**src/rtl/axi4_mst_fsm.sv**
```systemverilog
// axi4_mst_fsm
//   Single-outstanding AXI4 master. It turns one user request (read or
//   write burst) into AXI4 AR/R or AW/W/B traffic.
//   - The W channel passes straight through from the user write-data port.
//   - R beats pass straight through to the user read-data port.
//   - Completion is reported as a one-cycle usr_done_o pulse. usr_resp_o
//     carries the response and holds it until the next completion.
//   - A burst that would cross a 4 KiB page is refused without any bus
//     activity and completes with SLVERR.
// Ports
//   aclk, areset         : clock and synchronous active-high reset
//   aw*/w*/b*/ar*/r*     : AXI4 master channels
//   usr_req_*            : request handshake (wen, addr, len = beats-1)
//   usr_w*               : write data in (valid/ready)
//   usr_r*               : read data out (valid, data, last)
//   usr_done_o/usr_resp_o: completion pulse and response
module axi4_mst_fsm #(
  parameter int MST_ID           = 0,
  parameter int MAX_OUTSTANDING  = 1,
  parameter int AXI4_ID_WIDTH    = 4,
  parameter int AXI4_ADDR_WIDTH  = 32,
  parameter int AXI4_DATA_WIDTH  = 64,
  parameter int AXI4_USER_WIDTH  = 1,
  parameter int AXI4_WSTRB_WIDTH = AXI4_DATA_WIDTH / 8,
  parameter int AXI4_DATA_BLOG   = $clog2(AXI4_DATA_WIDTH / 8)
) (
  input  logic                        aclk,
  input  logic                        areset,
  // AW channel
  output logic [AXI4_ID_WIDTH-1:0]    awid,
  output logic [AXI4_ADDR_WIDTH-1:0]  awaddr,
  output logic [7:0]                  awlen,
  output logic [2:0]                  awsize,
  output logic [1:0]                  awburst,
  output logic                        awlock,
  output logic [3:0]                  awcache,
  output logic [2:0]                  awprot,
  output logic [3:0]                  awqos,
  output logic [3:0]                  awregion,
  output logic [AXI4_USER_WIDTH-1:0]  awuser,
  output logic                        awvalid,
  input  logic                        awready,
  // W channel
  output logic [AXI4_DATA_WIDTH-1:0]  wdata,
  output logic [AXI4_WSTRB_WIDTH-1:0] wstrb,
  output logic                        wlast,
  output logic [AXI4_USER_WIDTH-1:0]  wuser,
  output logic                        wvalid,
  input  logic                        wready,
  // B channel
  input  logic [AXI4_ID_WIDTH-1:0]    bid,
  input  logic [1:0]                  bresp,
  input  logic [AXI4_USER_WIDTH-1:0]  buser,
  input  logic                        bvalid,
  output logic                        bready,
  // AR channel
  output logic [AXI4_ID_WIDTH-1:0]    arid,
  output logic [AXI4_ADDR_WIDTH-1:0]  araddr,
  output logic [7:0]                  arlen,
  output logic [2:0]                  arsize,
  output logic [1:0]                  arburst,
  output logic                        arlock,
  output logic [3:0]                  arcache,
  output logic [2:0]                  arprot,
  output logic [3:0]                  arqos,
  output logic [3:0]                  arregion,
  output logic [AXI4_USER_WIDTH-1:0]  aruser,
  output logic                        arvalid,
  input  logic                        arready,
  // R channel
  input  logic [AXI4_ID_WIDTH-1:0]    rid,
  input  logic [AXI4_DATA_WIDTH-1:0]  rdata,
  input  logic [1:0]                  rresp,
  input  logic                        rlast,
  input  logic [AXI4_USER_WIDTH-1:0]  ruser,
  input  logic                        rvalid,
  output logic                        rready,
  // User request port
  input  logic                        usr_req_i,
  output logic                        usr_req_ready_o,
  input  logic                        usr_wen_i,
  input  logic [AXI4_ADDR_WIDTH-1:0]  usr_addr_i,
  input  logic [7:0]                  usr_len_i,
  // User write-data port
  input  logic [AXI4_DATA_WIDTH-1:0]  usr_wdat_i,
  input  logic [AXI4_WSTRB_WIDTH-1:0] usr_wstrb_i,
  input  logic                        usr_wvalid_i,
  output logic                        usr_wready_o,
  // User read-data port
  output logic [AXI4_DATA_WIDTH-1:0]  usr_rdat_o,
  output logic                        usr_rvalid_o,
  output logic                        usr_rlast_o,
  // User completion port
  output logic                        usr_done_o,
  output logic [1:0]                  usr_resp_o
);

  typedef enum logic [2:0] {IDLE, RD_ADDR, RD_DATA, WR_ADDR, WR_DATA, WR_RESP} state_t;

  localparam logic [1:0] RESP_SLVERR = 2'b10;

  state_t                       r_state;
  logic [AXI4_ADDR_WIDTH-1:0]   r_addr;
  logic [7:0]                   r_len;
  logic                         r_wen;
  logic [AXI4_ID_WIDTH-1:0]     r_id;
  logic [7:0]                   r_cnt;
  logic [1:0]                   r_acc;
  logic                         r_err;
  logic                         r_done;
  logic [1:0]                   r_resp;

  logic [15:0]                  w_bytes;
  logic [15:0]                  w_end;
  logic                         w_cross;
  logic                         w_rid_bad;
  logic                         w_wlast;
  logic                         w_unused;

  // Keeps the worse of two AXI responses (numerically larger wins).
  function automatic logic [1:0] worst_resp(input logic [1:0] a, input logic [1:0] b);
    return (a > b) ? a : b;
  endfunction

  // Offset within the 4 KiB page plus burst length in bytes.
  assign w_bytes   = ({8'd0, usr_len_i} + 16'd1) << AXI4_DATA_BLOG;
  assign w_end     = {4'd0, usr_addr_i[11:0]} + w_bytes;
  assign w_cross   = (w_end > 16'd4096);
  assign w_rid_bad = (rid != MST_ID[AXI4_ID_WIDTH-1:0]);
  assign w_wlast   = (r_cnt == r_len);
  assign w_unused  = ^{buser, ruser, r_wen, MAX_OUTSTANDING[0]};

  // Address channels: constant attributes, registered address/length.
  assign awid     = r_id;
  assign awaddr   = r_addr;
  assign awlen    = r_len;
  assign awsize   = AXI4_DATA_BLOG[2:0];
  assign awburst  = 2'b01;
  assign awlock   = 1'b0;
  assign awcache  = 4'b0010;
  assign awprot   = 3'd0;
  assign awqos    = 4'd0;
  assign awregion = 4'd0;
  assign awuser   = '0;
  assign awvalid  = (r_state == WR_ADDR);

  assign arid     = r_id;
  assign araddr   = r_addr;
  assign arlen    = r_len;
  assign arsize   = AXI4_DATA_BLOG[2:0];
  assign arburst  = 2'b01;
  assign arlock   = 1'b0;
  assign arcache  = 4'b0010;
  assign arprot   = 3'd0;
  assign arqos    = 4'd0;
  assign arregion = 4'd0;
  assign aruser   = '0;
  assign arvalid  = (r_state == RD_ADDR);

  // W passes through only while a write burst is in its data phase.
  assign wdata        = usr_wdat_i;
  assign wstrb        = usr_wstrb_i;
  assign wuser        = '0;
  assign wvalid       = (r_state == WR_DATA) && usr_wvalid_i;
  assign wlast        = (r_state == WR_DATA) && w_wlast;
  assign usr_wready_o = (r_state == WR_DATA) && wready;

  assign bready = (r_state == WR_RESP);
  assign rready = (r_state == RD_DATA);

  assign usr_rdat_o      = rdata;
  assign usr_rvalid_o    = rready && rvalid;
  assign usr_rlast_o     = rready && rlast;
  assign usr_req_ready_o = (r_state == IDLE);
  assign usr_done_o      = r_done;
  assign usr_resp_o      = r_resp;

  always_ff @(posedge aclk) begin
    if (areset) begin
      r_state <= IDLE;
      r_addr  <= '0;
      r_len   <= '0;
      r_wen   <= 1'b0;
      r_id    <= '0;
      r_cnt   <= '0;
      r_acc   <= '0;
      r_err   <= 1'b0;
      r_done  <= 1'b0;
      r_resp  <= '0;
    end else begin
      r_done <= 1'b0;
      case (r_state)
        IDLE: begin
          if (usr_req_i) begin
            if (w_cross) begin
              // Page-crossing burst is refused; no bus traffic at all.
              r_done <= 1'b1;
              r_resp <= RESP_SLVERR;
            end else begin
              r_addr  <= usr_addr_i;
              r_len   <= usr_len_i;
              r_wen   <= usr_wen_i;
              r_id    <= MST_ID[AXI4_ID_WIDTH-1:0];
              r_acc   <= '0;
              r_err   <= 1'b0;
              r_state <= usr_wen_i ? WR_ADDR : RD_ADDR;
            end
          end
        end
        RD_ADDR: begin
          if (arready) begin
            r_cnt   <= '0;
            r_state <= RD_DATA;
          end
        end
        RD_DATA: begin
          if (rvalid) begin
            r_cnt <= r_cnt + 8'd1;
            r_acc <= worst_resp(r_acc, rresp);
            if (w_rid_bad) r_err <= 1'b1;
            if (rlast) begin
              // Foreign ID on any beat or a short/long burst overrides rresp.
              r_done  <= 1'b1;
              r_resp  <= (r_err || w_rid_bad || (r_cnt != r_len)) ? RESP_SLVERR
                                                                  : worst_resp(r_acc, rresp);
              r_state <= IDLE;
            end
          end
        end
        WR_ADDR: begin
          if (awready) begin
            r_cnt   <= '0;
            r_state <= WR_DATA;
          end
        end
        WR_DATA: begin
          if (usr_wvalid_i && wready) begin
            r_cnt <= r_cnt + 8'd1;
            if (w_wlast) r_state <= WR_RESP;
          end
        end
        WR_RESP: begin
          if (bvalid) begin
            r_done  <= 1'b1;
            r_resp  <= (bid != MST_ID[AXI4_ID_WIDTH-1:0]) ? RESP_SLVERR : bresp;
            r_state <= IDLE;
          end
        end
        default: r_state <= IDLE;
      endcase
    end
  end

endmodule

```
**config.mk**
```make
export PLATFORM = sky130hd
export DESIGN_NAME = axi4_mst_fsm
export DESIGN_NICKNAME = d
export VERILOG_FILES = /design/src/rtl/axi4_mst_fsm.sv
export SDC_FILE = /design/constraint.sdc
export NUM_CORES = 1
export LEC_CHECK = 0
export BUFFER_PORTS_ARGS = -buffer_cell sky130_fd_sc_hd__buf_2
export CAP_MARGIN = 10
export CORE_AREA = 2 2 186 188
export DETAILED_ROUTE_END_ITERATION = 7
export DIE_AREA = 0 0 188 190
export GPL_ROUTABILITY_DRIVEN = 1
export SLEW_MARGIN = 40
export SYNTH_ARGS = -nofsm -noshare
export SYNTH_HDL_FRONTEND = slang
export SYNTH_SLANG_ARGS = --single-unit
```
**constraint.sdc**
```tcl
create_clock -name aclk -period 10.1 [get_ports aclk]
set_input_delay 2.02 -clock aclk [delete_from_list [all_inputs] [get_ports aclk]]
set_output_delay 2.02 -clock aclk [all_outputs]
set_load 0.005 [all_outputs]
```
======== Yosys cells after proc, flatten, opt, wreduce, memory -nomap -nowiden ========
Cells that the tools add are included.
storage, ports and cells
  output and inout port bits .............. 282
  logic and storage cells ................. 92
  register bits ........................... 57
cells by class
  bitwise operators ....................... 1
  magnitude comparators ................... 2
  equality and inequality tests ........... 18
  reduce and logical (&&, ||, !) cells .... 20
  add/subtract/negate cells ............... 3
  multiplexer cells ....................... 40
operators with widths
  operator                number
  $mux W8                 4
  $pmux W8 S4             1
  $mux W3                 9
  $mux W2                 12
  $pmux W3 S6             1
  $add A12 B12 Y13        1
  $gt A13 B13 Y1 const B  1
  $ne A2 B2 Y1 const B    6
  $reduce_bool A4 Y1      3
  $ne A2 B1 Y1 const B    5
  $reduce_and A5 Y1       2
  $add A8 B1 Y9 const B   1
  $mux W1                 9
  $reduce_and A9 Y1       1
  $add A8 B1 Y8 const B   1
  $eq A8 B8 Y1            1
  $ne A8 B8 Y1            1
  $eq A3 B2 Y1 const B    2
  $eq A3 B3 Y1 const B    2
  $logic_and A1 B1 Y1     6
  $pmux W2 S3             1
  $reduce_and A6 Y1       1
  $pmux W2 S2             1
  $reduce_and A4 Y1       1
  other kinds (10)        11

======== Longest topological paths before layout ========
Gate-level depths: netlist of run 1.
  depth after elaboration ................. 7
  mapped depth ............................ 14

======== Least setup slack after synthesis of run 1 ========
Ideal clock, no wire load.
  path type ............................... input to register
  start point ............................. input usr_len_i[0]
  end point ............................... register r_acc[1]
  setup slack ............................. 5.323 ns
  path buffers ............................ 1
  data arrival time ....................... 4.650 ns
  required time ........................... 9.972 ns
  setup time .............................. 0.128 ns
  stages .................................. 11
  path through ............................ ha_1 fa_1 a21o_2 mux2i_1 a2111oi_0 o2111ai_2 nor4b_4 o311ai_4 buf_6 a31oi_1 nor2_1
on the way
  longest elaborated chain between the ends .. 5
ends and longest elaborated chain
  item                         RTL line  text
  start: declaration           83        input logic [7:0] usr_len_i,
  $add A8 B1 Y9                126       assign w_bytes = ({8'd0, usr_len_i} + 16'd1) << AXI4_DATA_BLOG;
  $add A12 B12 Y13             127       assign w_end = {4'd0, usr_addr_i[11:0]} + w_bytes;
  $gt A13 B13 Y1               128       assign w_cross = (w_end > 16'd4096);
  $ne A2 B2 Y1 (no line)       --
  $reduce_and A4 Y1 (no line)  --
  end signal: assignment       219       r_acc <= worst_resp(r_acc, rresp);
  end: declaration             108       logic [1:0] r_acc;
Every way passes these cells.
A chain may end at the register's enable or synchronous reset.

======== Worst setup path in the final report of run 1 ========
  start point ............................. input usr_len_i[0]
  end point ............................... register r_addr[14], in the netlist araddr[14]
on the way
  longest elaborated chain between the ends .. 5
ends and longest elaborated chain
  item                         RTL line  text
  $add A8 B1 Y9                126
  $add A12 B12 Y13             127
  $gt A13 B13 Y1               128
  $not A1 Y1 (no line)         --
  $reduce_and A3 Y1 (no line)  --
  end signal: assignment       200       r_addr <= usr_addr_i;
  end: declaration             103       logic [AXI4_ADDR_WIDTH-1:0] r_addr;
Every way passes these cells.

==> results of run 1 <==
## final timing paths
path,to,slack (ns)
worst max-delay path,araddr[14]$_SDFFE_PP0P_,4.80
worst min-delay path,r_err$_SDFFE_PP0P_,0.51
worst max register to register,r_cnt[5]$_SDFFE_PP0P_,7.70
worst min register to register,r_err$_SDFFE_PP0P_,0.51
## power by group through the flow
stage	logic (uW)	clock network (uW)	registers (uW)
2_1_floorplan	335	0	292
3_3_place_gp	360	0	306
3_5_place_dp	365	0	308
4_1_cts	367	375	303
5_1_grt	398	386	309
6_report	352	356	302
## logic make-up (layout without fill, tap and decap cells)
kind of cell,Yosys count,after routing,share of synthesized area (%)
AO/OA/AOI/OAI,52,52,8.03
XOR/XNOR,24,24,4.31
adder cells (fa/ha/maj),15,15,4.00
buffers and inverters,258,188,38.3
flip-flops,57,57,23.4
multiplexers,43,43,8.83
other,2,54,0.154
AND/OR/NAND/NOR,127,127,13.0
## layout make-up
cell class,instances,area [um2]
clock inverters,7,103
flip-flops and latches,57,1140
well taps,455,569
fillers,3881,29000
inverters,14,52.6
diodes,1,2.50
clock buffers,9,225
multi-input cells,314,2060
repair buffers,158,798
## metrics by stage
step                hold WS, ns  setup slack (ns)
floorplan                 0.471              5.32
global placement          0.482              3.97
detailed placement        0.492              4.36
CTS                       0.505              4.72
global route              0.532              4.47
finish                    0.507              4.80
## layer usage
layer	GRT usage, %	up-vias	share of wire (%)
li1	-	1588	-
met1	7.66	1476	36
met2	12.9	228	48
met3	3.80	73	10
met4	6.75	2	6.4
met5	0	-	0.092
## worst max-delay path, stage by stage
cell and delay [ns]:
buf_2 0.14, ha_1 0.19, nand3_1 0.13, xnor2_1 0.15, ha_1 0.39, a21o_1 0.24
a221oi_2 0.34, o21bai_1 0.12, a21oi_2 0.22, nor4b_4 0.10, o311ai_4 0.55, buf_4 0.55
mux2i_1 0.26, nor2_1 0.05
## flip-flops by register name (all words and copies together) (netlist names)
signal      cells
r_err           1
usr_done_o      1
r_cnt           8
r_state         3
usr_resp_o      2
araddr         32
r_acc           2
arlen           8
## layout by cell type (no fill, tap or decap), types with 3 or more instances in the layout
| cell type | instances |
|---|---|
| inv_1 | 11 |
| a211oi_1 | 4 |
| buf_4 | 3 |
| clkbuf_16 | 9 |
| nor2_1 | 67 |
| xor2_1 | 15 |
| nor2b_1 | 3 |
| conb_1 | 53 |
| nand2b_1 | 4 |
| ha_1 | 14 |
| xnor2_1 | 9 |
| inv_2 | 3 |
| a31oi_1 | 5 |
| nand3_1 | 6 |
| nor4_1 | 5 |
| nor3_2 | 3 |
| nor3_1 | 5 |
| nand2_1 | 13 |
| o21ai_1 | 3 |
| a21oi_1 | 9 |
| and3_1 | 9 |
| a21o_1 | 3 |
| buf_2 | 155 |
| mux2i_1 | 43 |
| dfxtp_1 | 57 |
| o21ai_0 | 5 |
==> impl_metrics.py, run 1 <==
metrics = {
    "min_path": {
        "hold_start": "r_err$_SDFFE_PP0P_",
        "timing.hold.worst_path_depth": 2,
        "timing.hold.worst.class": "flip-flop to flip-flop",
    },
    "logic_synthesis": {
        "syn-instance-count": 578,
        "synth_commonest_cells": "buf_4, nor2_1, dfxtp_1",
        "post_synth.cell_area_avg_um2": 8.44,
        "synthFlopType": "dfxtp_1",
        "synthesis.yosys.warnings": 0,
        "post-synth-top-area-fraction_pct": 35.3,
        "yosys.cell_count.top_type": "buf_4",
        "synthesis.area_mm2": 0.00488,
        "synthTopCellsByArea": "buf_4, dfxtp_1, mux2i_1",
        "synth-seq-cells": 57,
        "synthDominantAreaCellType": "buf_4",
        "postSynth.asyncResetShare_pct": 0,
        "synth_sequential_area_ratio_pct": 23.4,
        "number_of_distinct_library_cells_after_synthesis": 56,
        "synth_enable_flop_cells": 0,
    },
    "power": {
        "comb_power_share_pct": 34.9,
        "p_int_uw": 637,
        "clockPowerShare_pct": 35.2,
        "pwr_density_cell_mw_per_mm2": 204,
        "swShare_pct": 36.9,
        "power.net_switching_uw": 373,
        "p_leak_uw": 0.00254,
        "peakVddDrop_mv": 0.0847,
        "share_seq_of_total_power_pct": 29.9,
        "fin_total_pwr_uw": 1010,
    },
    "timing": {
        "final.period_utilization_pct": 52.5,
        "worst_relative_slew_slack_pct": 53.1,
        "layout_min_cycle_time_ns": 5.30,
        "upper_clock_frequency_limit_ghz": 0.189,
        "rsz0062_at_grt": "false",
        "max_slew.worst_pin.slew_ns": 0.703,
        "timing.setup.tns_ns": 0,
        "timing.final.max_slew_violations": 0,
        "clock-skew-final_ns": 0.0158,
        "final_report_hold_violation_count": 0,
        "final-setup-viol-count": 0,
    },
    "global_route": {
        "grt_pass1_vias": 3099,
        "antenna_found_initial": 3,
        "grt_max_degree": 55,
        "gr-total-overflow": 0,
        "total_routing_usage_gr_pct": 7.94,
        "grt_first_pass_wirelength_um": 20000,
    },
    "floorplanning": {
        "design.die.area_mm2": 0.0357,
        "floorplan.die.height_um": 190,
        "placement_row_count": 68,
        "ios": 483,
        "initial_utilization_pct": 14.4,
        "die_w_um": 188,
        "core_area_mm2": 0.0339,
    },
    "placement": {
        "io_buffer_count": 155,
        "placed_area_mm2": 0.00462,
        "place_hpwl_um": 11400,
        "gpl.final_weighted_congestion": 0.728,
        "placed_cells_incl_taps": 998,
    },
    "drt": {
        "vias_per_cell": 3.32,
        "detail_route.drc_violations": 0,
        "dr.pass1.iters": 4,
        "detailroute.via_count": 3367,
        "detail_route.wl_per_cell_um": 14.0,
        "antenna_violating_nets_left": 0,
        "drt-total-wl_um": 14200,
        "drt_first_iter_violations": 126,
    },
    "critical_path": {
        "critPathRequiredTime_ns": 10.31,
        "regToRegStartpoint": "r_state[1]$_SDFFE_PP0P_",
        "worst-setup-path-type": "input port to flip-flop",
        "critical_path.startpoint_type": "input port",
        "reg2regPathDepth": 8,
        "arrival_ns": 5.52,
        "setup.worst_path.end_class": "flip-flop",
        "critical_path.max_fanout": 31,
        "crit_path_start": "usr_len_i[0]",
    },
    "clock_network": {
        "post_cts.resized_instances": 0,
        "tritoncts": "done",
        "ctsHtreeMaxLevel": 3,
        "clk_pin_slew_worst_paths_ns": 0.06,
        "postCtsHoldBufs": 0,
        "cts-root-buf": "clkbuf_16",
        "clk-insertion-delay-late_ns": 0.37,
        "tritoncts_num_sinks": 57,
        "number_of_buffers_created_by_cts": 9,
        "number_of_buffers_added_for_setup_after_cts": 0,
        "clock_tree.buffer_depth": 2,
    },
    "run": {
        "max_cap_viol_count": 0,
    },
    "layout": {
        "finish.instance_area_mm2": 0.00495,
        "final-instance-count-excl-fill": 1015,
        "final_util_pct": 14.6,
        "layout-drive-gt1-share_pct": 33.5,
        "area_delta_synth_final_pct": 1.57,
        "layout.nets": 770,
    },
    "outcome": {
        "outcome": "completed",
    },
}
Power figures use the tool's default switching activity.
==> run 2, diff against run 1 <==
--- a/config.mk
+++ b/config.mk
@@ -7,9 +7,9 @@
 export LEC_CHECK = 0
 export BUFFER_PORTS_ARGS = -buffer_cell sky130_fd_sc_hd__buf_2
 export CAP_MARGIN = 10
-export CORE_AREA = 2 2 186 188
+export CORE_AREA = 2 2 188 190
 export DETAILED_ROUTE_END_ITERATION = 7
-export DIE_AREA = 0 0 188 190
+export DIE_AREA = 0 0 190 192
 export GPL_ROUTABILITY_DRIVEN = 1
 export SLEW_MARGIN = 40
 export SYNTH_ARGS = -nofsm -noshare
==> constraint.sdc (replaced) <==
create_clock -name aclk -period 5.28 [get_ports aclk]
set_input_delay 1.056 -clock aclk [delete_from_list [all_inputs] [get_ports aclk]]
set_output_delay 1.056 -clock aclk [all_outputs]
set_load 0.005 [all_outputs]
==> run 2 against run 1 <==
Effect of this change:
- utilization down 0.22 points
- register-to-register slack worse by 4.8 ns
- hold slack better by 0.0031 ns
- flip-flop and latch count unchanged
- routed wire length up 1.2%
- largest power group is now combinational cells
- highest routed layer unchanged
==> impl_metrics.py, run 2 (synthesis gave the netlist of run 1 again) <==
metrics = {
    "outcome": {
        "outcome": "completed",
    },
    "critical_path": {
        "critical_path.reg2reg.endpoint": "r_cnt[5]$_SDFFE_PP0P_",
        "critical_path.max_fanout": 24,
        "regToRegStartpoint": "r_state[1]$_SDFFE_PP0P_",
        "reg2regPathDepth": 8,
        "crit_buf_inv": 2,
        "cp_slowest_stage_delay_ns": 0.39,
        "critical_path.startpoint_type": "input port",
        "crit_cells": 14,
        "rrSetupSlack_ns": 2.86,
        "worst-setup-path-type": "input port to flip-flop",
        "critPathRequiredTime_ns": 5.49,
        "crit_slowest_cell": "ha_1",
        "path_cells": "buf_2, ha_1, nand3_1, xnor2_1, ha_1, a21o_1, a221oi_2, xnor2_1, o2111ai_2, nor4b_4, o311ai_4, buf_4, mux2i_1, nor2_1",
        "setup.worst_path.end_class": "flip-flop",
        "critical_path.top_delay_family": "compound AO/OA/AOI/OAI gates",
        "arrival_ns": 4.18,
    },
    "timing": {
        "timing.setup.tns_ns": 0,
        "final.period_utilization_pct": 75.2,
        "layout_min_cycle_time_ns": 3.97,
        "rsz0062_at_grt": "false",
        "upper_clock_frequency_limit_ghz": 0.252,
        "final-setup-viol-count": 0,
        "final_report_hold_violation_count": 0,
        "timing.final.max_slew_violations": 0,
        "worst_relative_slew_slack_pct": 51.1,
        "max_slew.worst_pin.slew_ns": 0.733,
        "clock-skew-final_ns": 0.00829,
    },
    "min_path": {
        "hold_path_end": "araddr[26]$_SDFFE_PP0P_",
        "timing.hold.worst.class": "flip-flop to flip-flop",
        "timing.hold.worst_path_depth": 2,
        "hold_start": "araddr[26]$_SDFFE_PP0P_",
    },
    "layout": {
        "layout.nets": 770,
        "area_delta_synth_final_pct": 1.03,
        "layout_commonest_cell": "buf_2",
        "ant_diodes": 0,
        "layout-drive-gt1-share_pct": 33.5,
        "mostFrequentLayoutCells": "buf_2, nor2_1, dfxtp_1",
        "max_reg_flops": 32,
    },
    "floorplanning": {
        "placement_row_count": 68,
        "floorplan.die.height_um": 192,
        "core_area_mm2": 0.0343,
        "ios": 483,
        "design.die.area_mm2": 0.0365,
        "initial_utilization_pct": 14.2,
        "die_w_um": 190,
    },
    "power": {
        "swShare_pct": 38.4,
        "clockPowerShare_pct": 33.3,
        "peakVddDrop_mv": 0.154,
        "power.net_switching_uw": 729,
        "p_int_uw": 1170,
        "p_leak_uw": 0.00252,
        "fin_total_pwr_uw": 1900,
        "share_seq_of_total_power_pct": 30.5,
        "comb_power_share_pct": 36.2,
        "pwr_density_cell_mw_per_mm2": 386,
    },
    "placement": {
        "gpl.final_weighted_congestion": 0.691,
        "place_hpwl_um": 11300,
        "io_buffer_count": 155,
    },
    "clock_network": {
        "number_of_buffers_added_for_setup_after_cts": 0,
        "clk_pin_slew_worst_paths_ns": 0.06,
        "tritoncts_num_sinks": 57,
        "number_of_buffers_created_by_cts": 9,
        "postCtsHoldBufs": 0,
        "clock_tree.buffer_depth": 2,
        "ctsHtreeMaxLevel": 3,
        "clk-insertion-delay-late_ns": 0.36,
        "tritoncts": "done",
        "cts-root-buf": "clkbuf_16",
        "post_cts.resized_instances": 0,
    },
    "global_route": {
        "grt_pass1_vias": 3139,
        "antenna_found_initial": 5,
        "gr-total-overflow": 0,
        "grt_first_pass_wirelength_um": 19500,
        "total_routing_usage_gr_pct": 7.79,
        "grt_max_degree": 55,
    },
    "drt": {
        "dr.pass1.iters": 4,
        "detail_route.wl_per_cell_um": 14.2,
        "vias_per_cell": 3.32,
        "detail_route.drc_violations": 0,
        "drt-total-wl_um": 14400,
        "detailroute.via_count": 3369,
        "antenna_violating_nets_left": 0,
        "drt_first_iter_violations": 78,
    },
    "run": {
        "max_cap_viol_count": 0,
    },
}
[run 2: worst max-delay path by stage]
stage	start	endpoint	slack [ns]
finish	usr_len_i[0]	arlen[7]$_SDFFE_PP0P_	1.31
global route	usr_len_i[0]	arlen[3]$_SDFFE_PP0P_	1.05
CTS	usr_len_i[0]	r_acc[1]$_SDFFE_PP0P_	1.30
detailed placement	usr_len_i[0]	araddr[3]$_SDFFE_PP0P_	0.87
global placement	usr_len_i[0]	r_acc[1]$_SDFFE_PP0P_	0.96
floorplan	usr_len_i[0]	r_acc[1]$_SDFFE_PP0P_	1.47
[run 2: layout make-up]
class                           instances  area [um2]
Clock buffer                            9         225
Clock inverter                          7        78.8
Fill cell                            3935       29400
Inverter                               14        52.6
Multi-Input combinational cell        314        2060
Sequential cell                        57        1140
Tap cell                              455         569
Timing Repair Buffer                  158         798
[run 2: worst register-to-register path: stages (launching register included)]
cell     delay, ns
dfxtp_1       0.68
nor3b_1       0.11
a21oi_1       0.26
o21ai_1       0.12
o21ai_1       0.47
and4_1        0.34
nand3_1       0.11
xor2_1        0.16
nor2_1        0.05
[run 2: per-layer routing]
layer / GRT usage [%] / wire length, um
met2: 13.0 / 7010
met5: 0 / 64
met3: 3.53 / 1350
met4: 5.81 / 693
met1: 7.60 / 5260
[run 2: power by group through the flow]
stage	registers, uW	clock network (uW)	logic (uW)
finish	580	633	687
global route	592	688	769
CTS	582	675	707
detailed placement	591	0	704
global placement	588	0	696
floorplan	558	0	642
[run 2: stage by stage]
step                util (%)  hold slack (ns)  instance area, um2  setup slack, ns  std cells
floorplan                  -            0.471                5070             1.47        629
global placement        13.5            0.481                4620            0.961        998
detailed placement      13.5            0.504                4620            0.871        998
CTS                     14.4            0.518                4930             1.30       1014
global route            14.4            0.548                4930             1.05       1014
finish                  14.4            0.510                4930             1.31       1014
==> run 3, diff against run 2 <==
--- a/config.mk
+++ b/config.mk
@@ -7,9 +7,9 @@
 export LEC_CHECK = 0
 export BUFFER_PORTS_ARGS = -buffer_cell sky130_fd_sc_hd__buf_2
 export CAP_MARGIN = 10
-export CORE_AREA = 2 2 188 190
+export CORE_AREA = 2 2 187 189
 export DETAILED_ROUTE_END_ITERATION = 7
-export DIE_AREA = 0 0 190 192
+export DIE_AREA = 0 0 189 191
 export GPL_ROUTABILITY_DRIVEN = 1
 export SLEW_MARGIN = 40
 export SYNTH_ARGS = -nofsm -noshare
==> constraint.sdc (replaced) <==
create_clock -name aclk -period 3.61 [get_ports aclk]
set_input_delay 0.722 -clock aclk [delete_from_list [all_inputs] [get_ports aclk]]
set_output_delay 0.722 -clock aclk [all_outputs]
set_load 0.005 [all_outputs]
==> run 3 against run 2 <==
Effect of this change:
- utilization rose by 1.6 points
- first-iteration DRC count fell by 2.6%
- global-route usage up 0.46 points
- critical path type unchanged
- largest power group unchanged
==> impl_metrics.py, run 3 (synthesis gave the netlist of run 1 again) <==
metrics = {
    "outcome": {
        "outcome": "completed",
    },
    "floorplanning": {
        "initial_utilization_pct": 14.3,
        "ios": 483,
        "design.die.area_mm2": 0.0361,
        "placement_row_count": 68,
        "floorplan.die.height_um": 191,
        "core_area_mm2": 0.0341,
        "die_w_um": 189,
    },
    "layout": {
        "area_delta_synth_final_pct": 11.7,
        "fillerInstances": 3876,
        "ant_diodes": 0,
        "max_reg_flops": 32,
        "final_util_pct": 16.0,
        "mostFrequentLayoutCells": "buf_2, nor2_1, dfxtp_1",
        "layout_commonest_cell": "buf_2",
        "layout-drive-gt1-share_pct": 40.3,
        "layout.nets": 807,
    },
    "power": {
        "fin_total_pwr_uw": 2940,
        "p_leak_uw": 0.00277,
        "peakVddDrop_mv": 0.317,
        "pwr_density_cell_mw_per_mm2": 541,
    },
    "run": {
        "max_cap_viol_count": 0,
    },
    "timing": {
        "layout_min_cycle_time_ns": 3.51,
        "max_slew.worst_pin.slew_ns": 0.778,
        "hold_slack_ns": 0.513,
        "clock-skew-final_ns": 0.00835,
        "worst_relative_slew_slack_pct": 47.6,
        "final.period_utilization_pct": 97.2,
        "timing.final.max_slew_violations": 0,
        "rsz0062_at_grt": "true",
        "final_report_hold_violation_count": 0,
        "upper_clock_frequency_limit_ghz": 0.285,
        "final-setup-viol-count": 0,
    },
    "drt": {
        "dr.pass1.iters": 4,
        "antenna_violating_nets_left": 0,
        "drt_first_iter_violations": 76,
        "detail_route.drc_violations": 0,
        "detailroute.via_count": 3536,
        "drt-total-wl_um": 15900,
        "vias_per_cell": 3.36,
        "detail_route.wl_per_cell_um": 15.1,
    },
    "clock_network": {
        "clk_pin_slew_worst_paths_ns": 0.05,
        "postCtsHoldBufs": 0,
        "tritoncts_num_sinks": 57,
        "ctsHtreeMaxLevel": 3,
        "number_of_buffers_created_by_cts": 9,
        "clk-insertion-delay-late_ns": 0.35,
        "cts-root-buf": "clkbuf_16",
        "tritoncts": "done",
        "clock_tree.buffer_depth": 2,
    },
    "critical_path": {
        "worst-setup-path-type": "input port to flip-flop",
        "critical_path.startpoint_type": "input port",
        "critPathRequiredTime_ns": 3.83,
        "critical_path.max_fanout": 8,
        "arrival_ns": 3.73,
        "setup.worst_path.end_class": "flip-flop",
    },
    "global_route": {
        "gr-total-overflow": 0,
        "grt_max_degree": 34,
        "grt_first_pass_wirelength_um": 20900,
        "antenna_found_initial": 1,
        "grt_pass1_vias": 3282,
        "total_routing_usage_gr_pct": 8.25,
    },
    "placement": {
        "place_hpwl_um": 12300,
        "gpl.final_weighted_congestion": 0.721,
        "io_buffer_count": 155,
    },
    "min_path": {
        "timing.hold.worst.class": "flip-flop to flip-flop",
    },
}
-- run 3: metrics by stage --
step / area [um2] / instances / setup slack [ns] / TNS (ns)
finish: 5450 / 1051 / 0.102 / 0
global route: 5450 / 1051 / -0.116 / -3.83
CTS: 5130 / 1043 / 0.0000968 / 0
detailed placement: 4860 / 1027 / -0.416 / -17.24
global placement: 4860 / 1027 / -0.331 / -14.02
floorplan: 5070 / 629 / 0.131 / 0
-- run 3: worst paths after layout --
path / start / to / slack [ns] / cells after the start
min: araddr[18]$_SDFFE_PP0P_ / araddr[18]$_SDFFE_PP0P_ / 0.51 / 2
min reg2reg: araddr[18]$_SDFFE_PP0P_ / araddr[18]$_SDFFE_PP0P_ / 0.51 / 2
max reg2reg: r_state[1]$_SDFFE_PP0P_ / r_cnt[5]$_SDFFE_PP0P_ / 1.22 / 8
max: usr_len_i[0] / araddr[16]$_SDFFE_PP0P_ / 0.10 / 15
-- run 3: critical path, cell delays in order --
cell       delay, ns
buf_8           0.10
ha_2            0.33
fa_2            0.43
nor3_1          0.15
nand3_1         0.12
a2111oi_2       0.40
buf_4           0.20
o2111ai_4       0.16
nor4b_4         0.24
buf_4           0.16
o311ai_4        0.11
buf_12          0.20
clkbuf_16       0.17
mux2i_1         0.18
nor2_1          0.05
-- run 3: area by class of cell --
| cell class | count | area (um2) | share of cell area, % |
|---|---|---|---|
| multi-input cells | 314 | 2180 | 40.1 |
| well taps | 455 | 569 | 10.5 |
| flip-flops and latches | 57 | 1140 | 21.0 |
| clock inverters | 6 | 35.0 | 0.643 |
| clock buffers | 10 | 229 | 4.20 |
| repair buffers | 195 | 1230 | 22.7 |
| inverters | 14 | 52.6 | 0.965 |
-- run 3: timing repair --
action,CTS,global route
resized for setup,0,33
hold endpoints to repair,0,0
setup endpoints to repair,19,48
gates cloned,0,5
buffers inserted,0,3
pin swaps,1,19
-- run 3: per-layer routing --
metal  vias up  GRT usage, %  wire length, um
met1      1581          7.80             5700
li1       1662             -                -
met4         0          6.13              877
met3        64          3.18             1230
met5         -             0                0
met2       229          14.6             8060
-- run 3: power breakdown --
| group | switching (uW) | total (uW) | internal, uW | leakage (uW) |
|---|---|---|---|---|
| Sequential | 126 | 857 | 731 | 0.000465 |
| Clock | 341 | 799 | 458 | 0.000128 |
| Combinational | 660 | 1290 | 628 | 0.00218 |
